$ cat config.mk
export PLATFORM = sky130hd
export DESIGN_NAME = abs_bcd_conv
export DESIGN_NICKNAME = d
export VERILOG_FILES = /design/src/rtl/abs_bcd_conv.sv
export SDC_FILE = /design/constraint.sdc
export NUM_CORES = 1
export LEC_CHECK = 0
export ABC_AREA = 1
export CELL_PAD_IN_SITES_DETAIL_PLACEMENT = 0
export CELL_PAD_IN_SITES_GLOBAL_PLACEMENT = 2
export CORE_ASPECT_RATIO = 1.25
export CORE_MARGIN = 2
export CORE_UTILIZATION = 27
export DETAILED_ROUTE_END_ITERATION = 6
export GPL_TIMING_DRIVEN = 0
export PLACE_DENSITY_LB_ADDON = 0.1
export SYNTH_ARGS = -nofsm -noshare
export SYNTH_HDL_FRONTEND = slang
export SYNTH_SLANG_ARGS = --single-unit
export TNS_END_PERCENT = 10
$ cat constraint.sdc
create_clock -name clk -period 1.3 [get_ports clk]
set_clock_uncertainty 0.1 [all_clocks]
set_input_delay 0.26 -clock clk [delete_from_list [all_inputs] [get_ports clk]]
set_output_delay 0.26 -clock clk [all_outputs]
set_load 0.02 [all_outputs]
$ cat src/rtl/abs_bcd_conv.sv
// Sequential binary-to-BCD converter for the abs stage output (sign + 7-bit magnitude).
// Double dabble, one shift per clock, start/busy/done handshake, all outputs registered.
module abs_bcd_conv (
    input  logic       clk,
    input  logic       reset,
    input  logic       start,
    input  logic       sign,
    input  logic [6:0] magnitude,
    output logic       busy,
    output logic       done,
    output logic       neg,
    output logic [3:0] bcd_hundreds,
    output logic [3:0] bcd_tens,
    output logic [3:0] bcd_ones
);

    typedef enum logic {
        ST_IDLE,
        ST_SHIFT
    } state_t;

    state_t      r_state;
    logic [19:0] r_work;         // {hundreds, tens, ones, binary}
    logic [2:0]  r_count;
    logic        r_neg_pending;
    logic        r_busy;
    logic        r_done;
    logic        r_neg;
    logic [3:0]  r_hundreds;
    logic [3:0]  r_tens;
    logic [3:0]  r_ones;

    logic [7:0]  w_value8;
    logic [19:0] w_adjusted;
    logic [19:0] w_shifted;

    function automatic logic [3:0] add3(input logic [3:0] nibble);
        return (nibble >= 4'd5) ? nibble + 4'd3 : nibble;
    endfunction

    // sign with a zero magnitude is -128, which the 7-bit abs result cannot carry.
    assign w_value8 = {sign & (magnitude == 7'd0), magnitude};

    assign w_adjusted = {add3(r_work[19:16]), add3(r_work[15:12]), add3(r_work[11:8]), r_work[7:0]};
    assign w_shifted  = w_adjusted << 1;

    // NOTE: all state uses non-blocking assignments so every register samples pre-edge values.
    always_ff @(posedge clk) begin
        if (!reset) begin
            r_state       <= ST_IDLE;
            r_work        <= '0;
            r_count       <= '0;
            r_neg_pending <= 1'b0;
            r_busy        <= 1'b0;
            r_done        <= 1'b0;
            r_neg         <= 1'b0;
            r_hundreds    <= '0;
            r_tens        <= '0;
            r_ones        <= '0;
        end else begin
            r_done <= 1'b0;
            case (r_state)
                ST_IDLE: begin
                    if (start) begin
                        r_work        <= {12'd0, w_value8};
                        r_neg_pending <= sign;
                        r_count       <= '0;
                        r_busy        <= 1'b1;
                        r_state       <= ST_SHIFT;
                    end
                end
                ST_SHIFT: begin
                    r_work  <= w_shifted;
                    r_count <= r_count + 3'd1;
                    // Digits update only on the last step, so the display never sees partial values.
                    if (r_count == 3'd7) begin
                        r_hundreds <= w_shifted[19:16];
                        r_tens     <= w_shifted[15:12];
                        r_ones     <= w_shifted[11:8];
                        r_neg      <= r_neg_pending;
                        r_done     <= 1'b1;
                        r_busy     <= 1'b0;
                        r_state    <= ST_IDLE;
                    end
                end
                default: r_state <= ST_IDLE;
            endcase
        end
    end

    assign busy         = r_busy;
    assign done         = r_done;
    assign neg          = r_neg;
    assign bcd_hundreds = r_hundreds;
    assign bcd_tens     = r_tens;
    assign bcd_ones     = r_ones;

    a_done_not_busy: assert property (@(posedge clk) disable iff (!reset) r_done |-> !r_busy);
    a_done_single:   assert property (@(posedge clk) disable iff (!reset) r_done |=> !r_done);

endmodule
# Word level (Yosys, flattened, before mapping)
# Index checks and enable logic that the tools add are counted.
word_totals:
  reg_bits: 40
  latch_bits: 0
  mem_bits_rw: 0
  rom_bits: 0
  output_inout_bits: 15
  memories: 0
classes:
  addsub: 4
  mul: 0
  n_div: 0
  n_lt_le_gt_ge: 3
  eq_ne: 3
  shift: 0
  n_mux: 14
  bitwise: 2
  reduce_logical: 5
ops:
  columns: ["cell", "count"]
  rows:
  - ["20-bit one-hot mux with 2 select lines", 1]
  - ["20-bit two-way mux", 1]
  - ["4-bit by 3-bit >= comparator with 1-bit output (second input constant)", 3]
  - ["4-bit by 2-bit adder with 4-bit output (second input constant)", 2]
  - ["4-bit two-way mux", 2]
  - ["2-bit AND reduction", 4]
  - ["7-bit zero test", 1]
  - ["3-bit two-way mux", 2]
  - ["3-bit one-hot mux with 2 select lines", 1]
  - ["1-bit two-way mux", 5]
  - ["1-bit one-hot mux with 2 select lines", 2]
  - ["3-bit by 1-bit adder with 3-bit output (second input constant)", 1]
  - ["3-bit by 2-bit adder with 3-bit output (second input constant)", 1]
  - ["3-bit equality test (second input constant)", 1]
  - ["2-bit by 1-bit inequality test with 1-bit output (second input constant)", 1]
  - ["2-bit inequality test (second input constant)", 1]
  - ["1-bit bitwise AND", 1]
  - ["1-bit inverter", 1]

# Depth between registers and ports, before layout
depth:
  word_depth: 4
  mapped_depth: 8
  ltp_nobuf: 8

# Worst setup path before layout
# OpenSTA, ideal clock, no wires.
synth_timing:
  path_kind: "register to register"
  start: "reg r_count[0]"
  end: "reg r_ones[0] (netlist: bcd_ones[0])"
  arrival_time_ns: 1.104
  required_ns: 1.083
  path_slack_ns: -0.021
  stages_incl_launch_ff: 8
  path_buffers: 1
  path_cell_list: "dfxtp_1 ha_1 ha_1 nand2_2 nand2_2 inv_2 buf_6 a22o_1"
synth_between:
  elab_chain_len: 2
synth_rtl:
  columns: ["item", "line_no", "rtl"]
  rows:
  - ["start: declaration", "24", "logic [2:0] r_count;"]
  - ["start signal: assignment", "74", "r_count <= r_count + 3'd1;"]
  - ["3-bit equality test", "76", "if (r_count == 3'd7) begin"]
  - ["2-bit AND reduction (no line)", null, null]
  - ["end signal: assignment", "79", "r_ones <= w_shifted[11:8];"]
  - ["end: declaration", "31", "logic [3:0] r_ones;"]
# Every way passes these cells.
# A chain may end at the register's enable or synchronous reset.

# Worst setup path after layout
layout_timing:
  start: "reg r_count[0]"
  end: "reg r_neg (netlist: neg)"
layout_between:
  elab_chain_len: 2
layout_rtl:
  columns: ["item", "line_no", "rtl"]
  rows:
  - ["3-bit equality test", "76", null]
  - ["2-bit AND reduction (no line)", null, null]
  - ["end signal: assignment", "80", "r_neg <= r_neg_pending;"]
  - ["end: declaration", "28", "logic r_neg;"]
# Every way passes these cells.

==> flow_summary_export.csv <==
group,metric,value,unit
grt,grt_max_degree,13,
layout,finalCoreUtilization,38.3,%
sta,slew_headroom,80.0,%
place,port_buffers,24,
synth,syn-num-nets,260,
synth,yosysSeqAreaShare,44.7,%
place,placed_area,0.00217,mm^2
power,p_sw_share,24.8,%
grt,grt-ovfl-total,0,
floorplan,rows,33,
sta,tns,-324,ps
drt,drc,0,
synth,yosysTopAreaCellShare,44.7,%
clock_tree,path_clk_slew,80,ps
drt,drtIter0Drc,54,
drt,routed_via_density,4.54,
sta,period_minus_slack,1360,ps
sta,rsz0062_at_grt,"yes",
floorplan,io_pins,26,
drt,routedWlPerCell,12.8,um
layout,synthToLayoutAreaGrowth,38.5,%
clock_tree,htree_levels,2,
setup_path,r2r_slack,-60,ps
power,power.static_leakage,1.15,nW
sta,worst_pin_slew,300,ps
clock_tree,clk_latency,300,ps
synth,syn_inst,241,
drt,final_antenna_net_count,0,
min_path,worstHoldPathCells,3,
power,ir_drop,0.450,mV
setup_path,cp-start-kind,"flop",
floorplan,dieArea,0.00731,mm^2
floorplan,dieHeight,95.1,um
layout,layout.cells.most_common,"nand2_1",
power,finalPower,2.32,mW
setup_path,rr_startpoint,"r_count[0]",
setup_path,rr_worst_depth,6,
power,powerDensity,933,mW/mm^2
clock_tree,cts_hold_buf,0,
layout,design_area,0.00248,mm^2
power,combinationalPowerShare,7.9,%
layout,fin_cells,366,
synth,syn_area,0.00179,mm^2
min_path,hp-class,"in2reg",
synth,synth_cell_types,22,
place,dp_cells,352,
layout,layout.nets,297,
sta,fmax,735,MHz
drt,vias,1661,
sta,fin_ws,-61.0,ps
power,p_int,1.74,mW
grt,antenna_found_initial,0,
setup_path,arrival,1460,ps
layout,diodes,0,
setup_path,path_class,"reg2reg",
floorplan,core,0.00648,mm^2
place,dpl_worst_slack,-417,ps
clock_tree,cts_tree,"built",
grt,grt_pass1_vias,1555,
layout,final_layout_size_suffix_gt1_share,34.4,%
run_status,violations,"negative setup slack",
setup_path,crit_path_end_kind,"flop",
synth,ys_ff_latch,40,
clock_tree,clk_path_buf_depth,2,
min_path,hold_end,"r_work[6]",
min_path,worstHoldStart,"reset",
job,max-cap-violations,0,
clock_tree,cts_sinks,40,
grt,grt_pass1_wl,7390,um
setup_path,crit_required,1400,ps
synth,syn-mean-instance-area,7.44,um^2
floorplan,initial_core_util,27.7,%
clock_tree,numCtsBuffers,5,
sta,setup_viol,11,
layout,final_cell_mix,"60 x nand2_1, 32 x dfxtp_1, 19 x inv_1, 18 x nand3_1, 16 x a21oi_1",
drt,drt_wl_total,4680,um
setup_path,cp_max_fo,4,
drt,drtPass1Iterations,4,
place,hpwl,3210,um
power,power.switching,0.576,mW
synth,yosysTopAreaCell,"dfxtp_1",
sta,hold_ws,194,ps
place,gp_congestion,0.711,
clock_tree,root_buffer,"clkbuf_8",
setup_path,r2r-end,"neg",
sta,finalHoldViolCount,0,
synth,ys_top_cells_by_area,"dfxtp_1 45%, nand2_1 15%, nand3_1 8.1%, inv_1 5.9%, ha_1 5.6%",
sta,min_period_over_period,105,%
grt,grtUsageTotal,13.1,%
power,pwr-share-seq,54.5,%
sta,slew_viol_final,0,
synth,synth_warnings,0,
power,p_clk_share,37.6,%
run_status,status,"complete, but fails checks",
floorplan,chipWidth,76.9,um
cell type report:
cell class | instances | area (um^2)
Clock inverter | 2 | 10.0
Inverter | 31 | 126
Tap cell | 87 | 109
Timing Repair Buffer | 30 | 233
Clock buffer | 6 | 82.6
Multi-Input combinational cell | 162 | 1040
Buffer | 8 | 63.8
Sequential cell | 40 | 821
Fill cell | 724 | 4000
synthesized netlist by cell type (all sizes together):
| library cell | count |
|---|---|
| a21boi | 1 |
| o21ai | 9 |
| buf | 8 |
| nor2 | 5 |
| a21oi | 19 |
| o211ai | 1 |
| nand3 | 29 |
| dfxtp | 40 |
| nand2 | 74 |
| inv | 31 |
| nor3 | 2 |
| a22oi | 4 |
| a22o | 4 |
| nand4 | 6 |
| ha | 8 |
flip-flops by register name, summed over array words and instances (netlist names):
name	cells
neg	1
busy	1
r_neg_pending	1
r_work	20
r_count	3
bcd_hundreds	4
bcd_tens	4
bcd_ones	4
done	1
r_state	1
layer usage:
metal	part of all wire [%]	wire length (um)	vias to the layer above	global-route usage [%]
met2	51	2400	28	24.3
met3	3.2	151	4	2.84
met5	0	0	-	0
li1	-	-	859	-
met4	1.1	52	0	4.55
met1	44	2080	770	14.7
power by group through the flow:
stage / logic [mW] / clock network [mW] / registers [mW]
final: 0.184 / 0.872 / 1.26
after global routing: 0.210 / 0.962 / 1.27
after CTS: 0.177 / 0.908 / 1.26
after detailed placement: 0.175 / 0 / 1.30
after global placement: 0.175 / 0 / 1.30
after floorplan: 0.0979 / 0 / 1.29
worst max path at each step:
stage	slack (ps)	startpoint	endpoint	cells after the start
3_3_place_gp	-420	start	r_work[13]	5
2_1_floorplan	2	r_count[0]	bcd_ones[0]	7
4_1_cts	-70	r_count[0]	bcd_ones[0]	7
5_1_grt	-100	r_count[0]	neg	6
3_5_place_dp	-420	start	r_work[10]	5
6_report	-60	r_count[0]	neg	6
worst max-delay path, stage by stage (launching register included):
cell     delay [ps]
dfxtp_4         360
ha_4            160
ha_4            160
nand2_4          90
nor2_4           60
buf_4           150
a22o_1          200
logic make-up after synthesis:
family,synth area share (%)
adder cells (fa/ha/maj),5.58
buffers and inverters,9.35
AND/OR/NAND/NOR,28.1
AO/OA/AOI/OAI,12.3
flip-flops,44.7
repair_timing:
item / CTS / global route
resized for setup: 62 / 63
setup buffers: 0 / 5
pin swaps: 2 / 15
endpoints found under the setup margin: 48 / 43
gates cloned: 0 / 1
No activity file was read; power rests on OpenSTA's default activity.
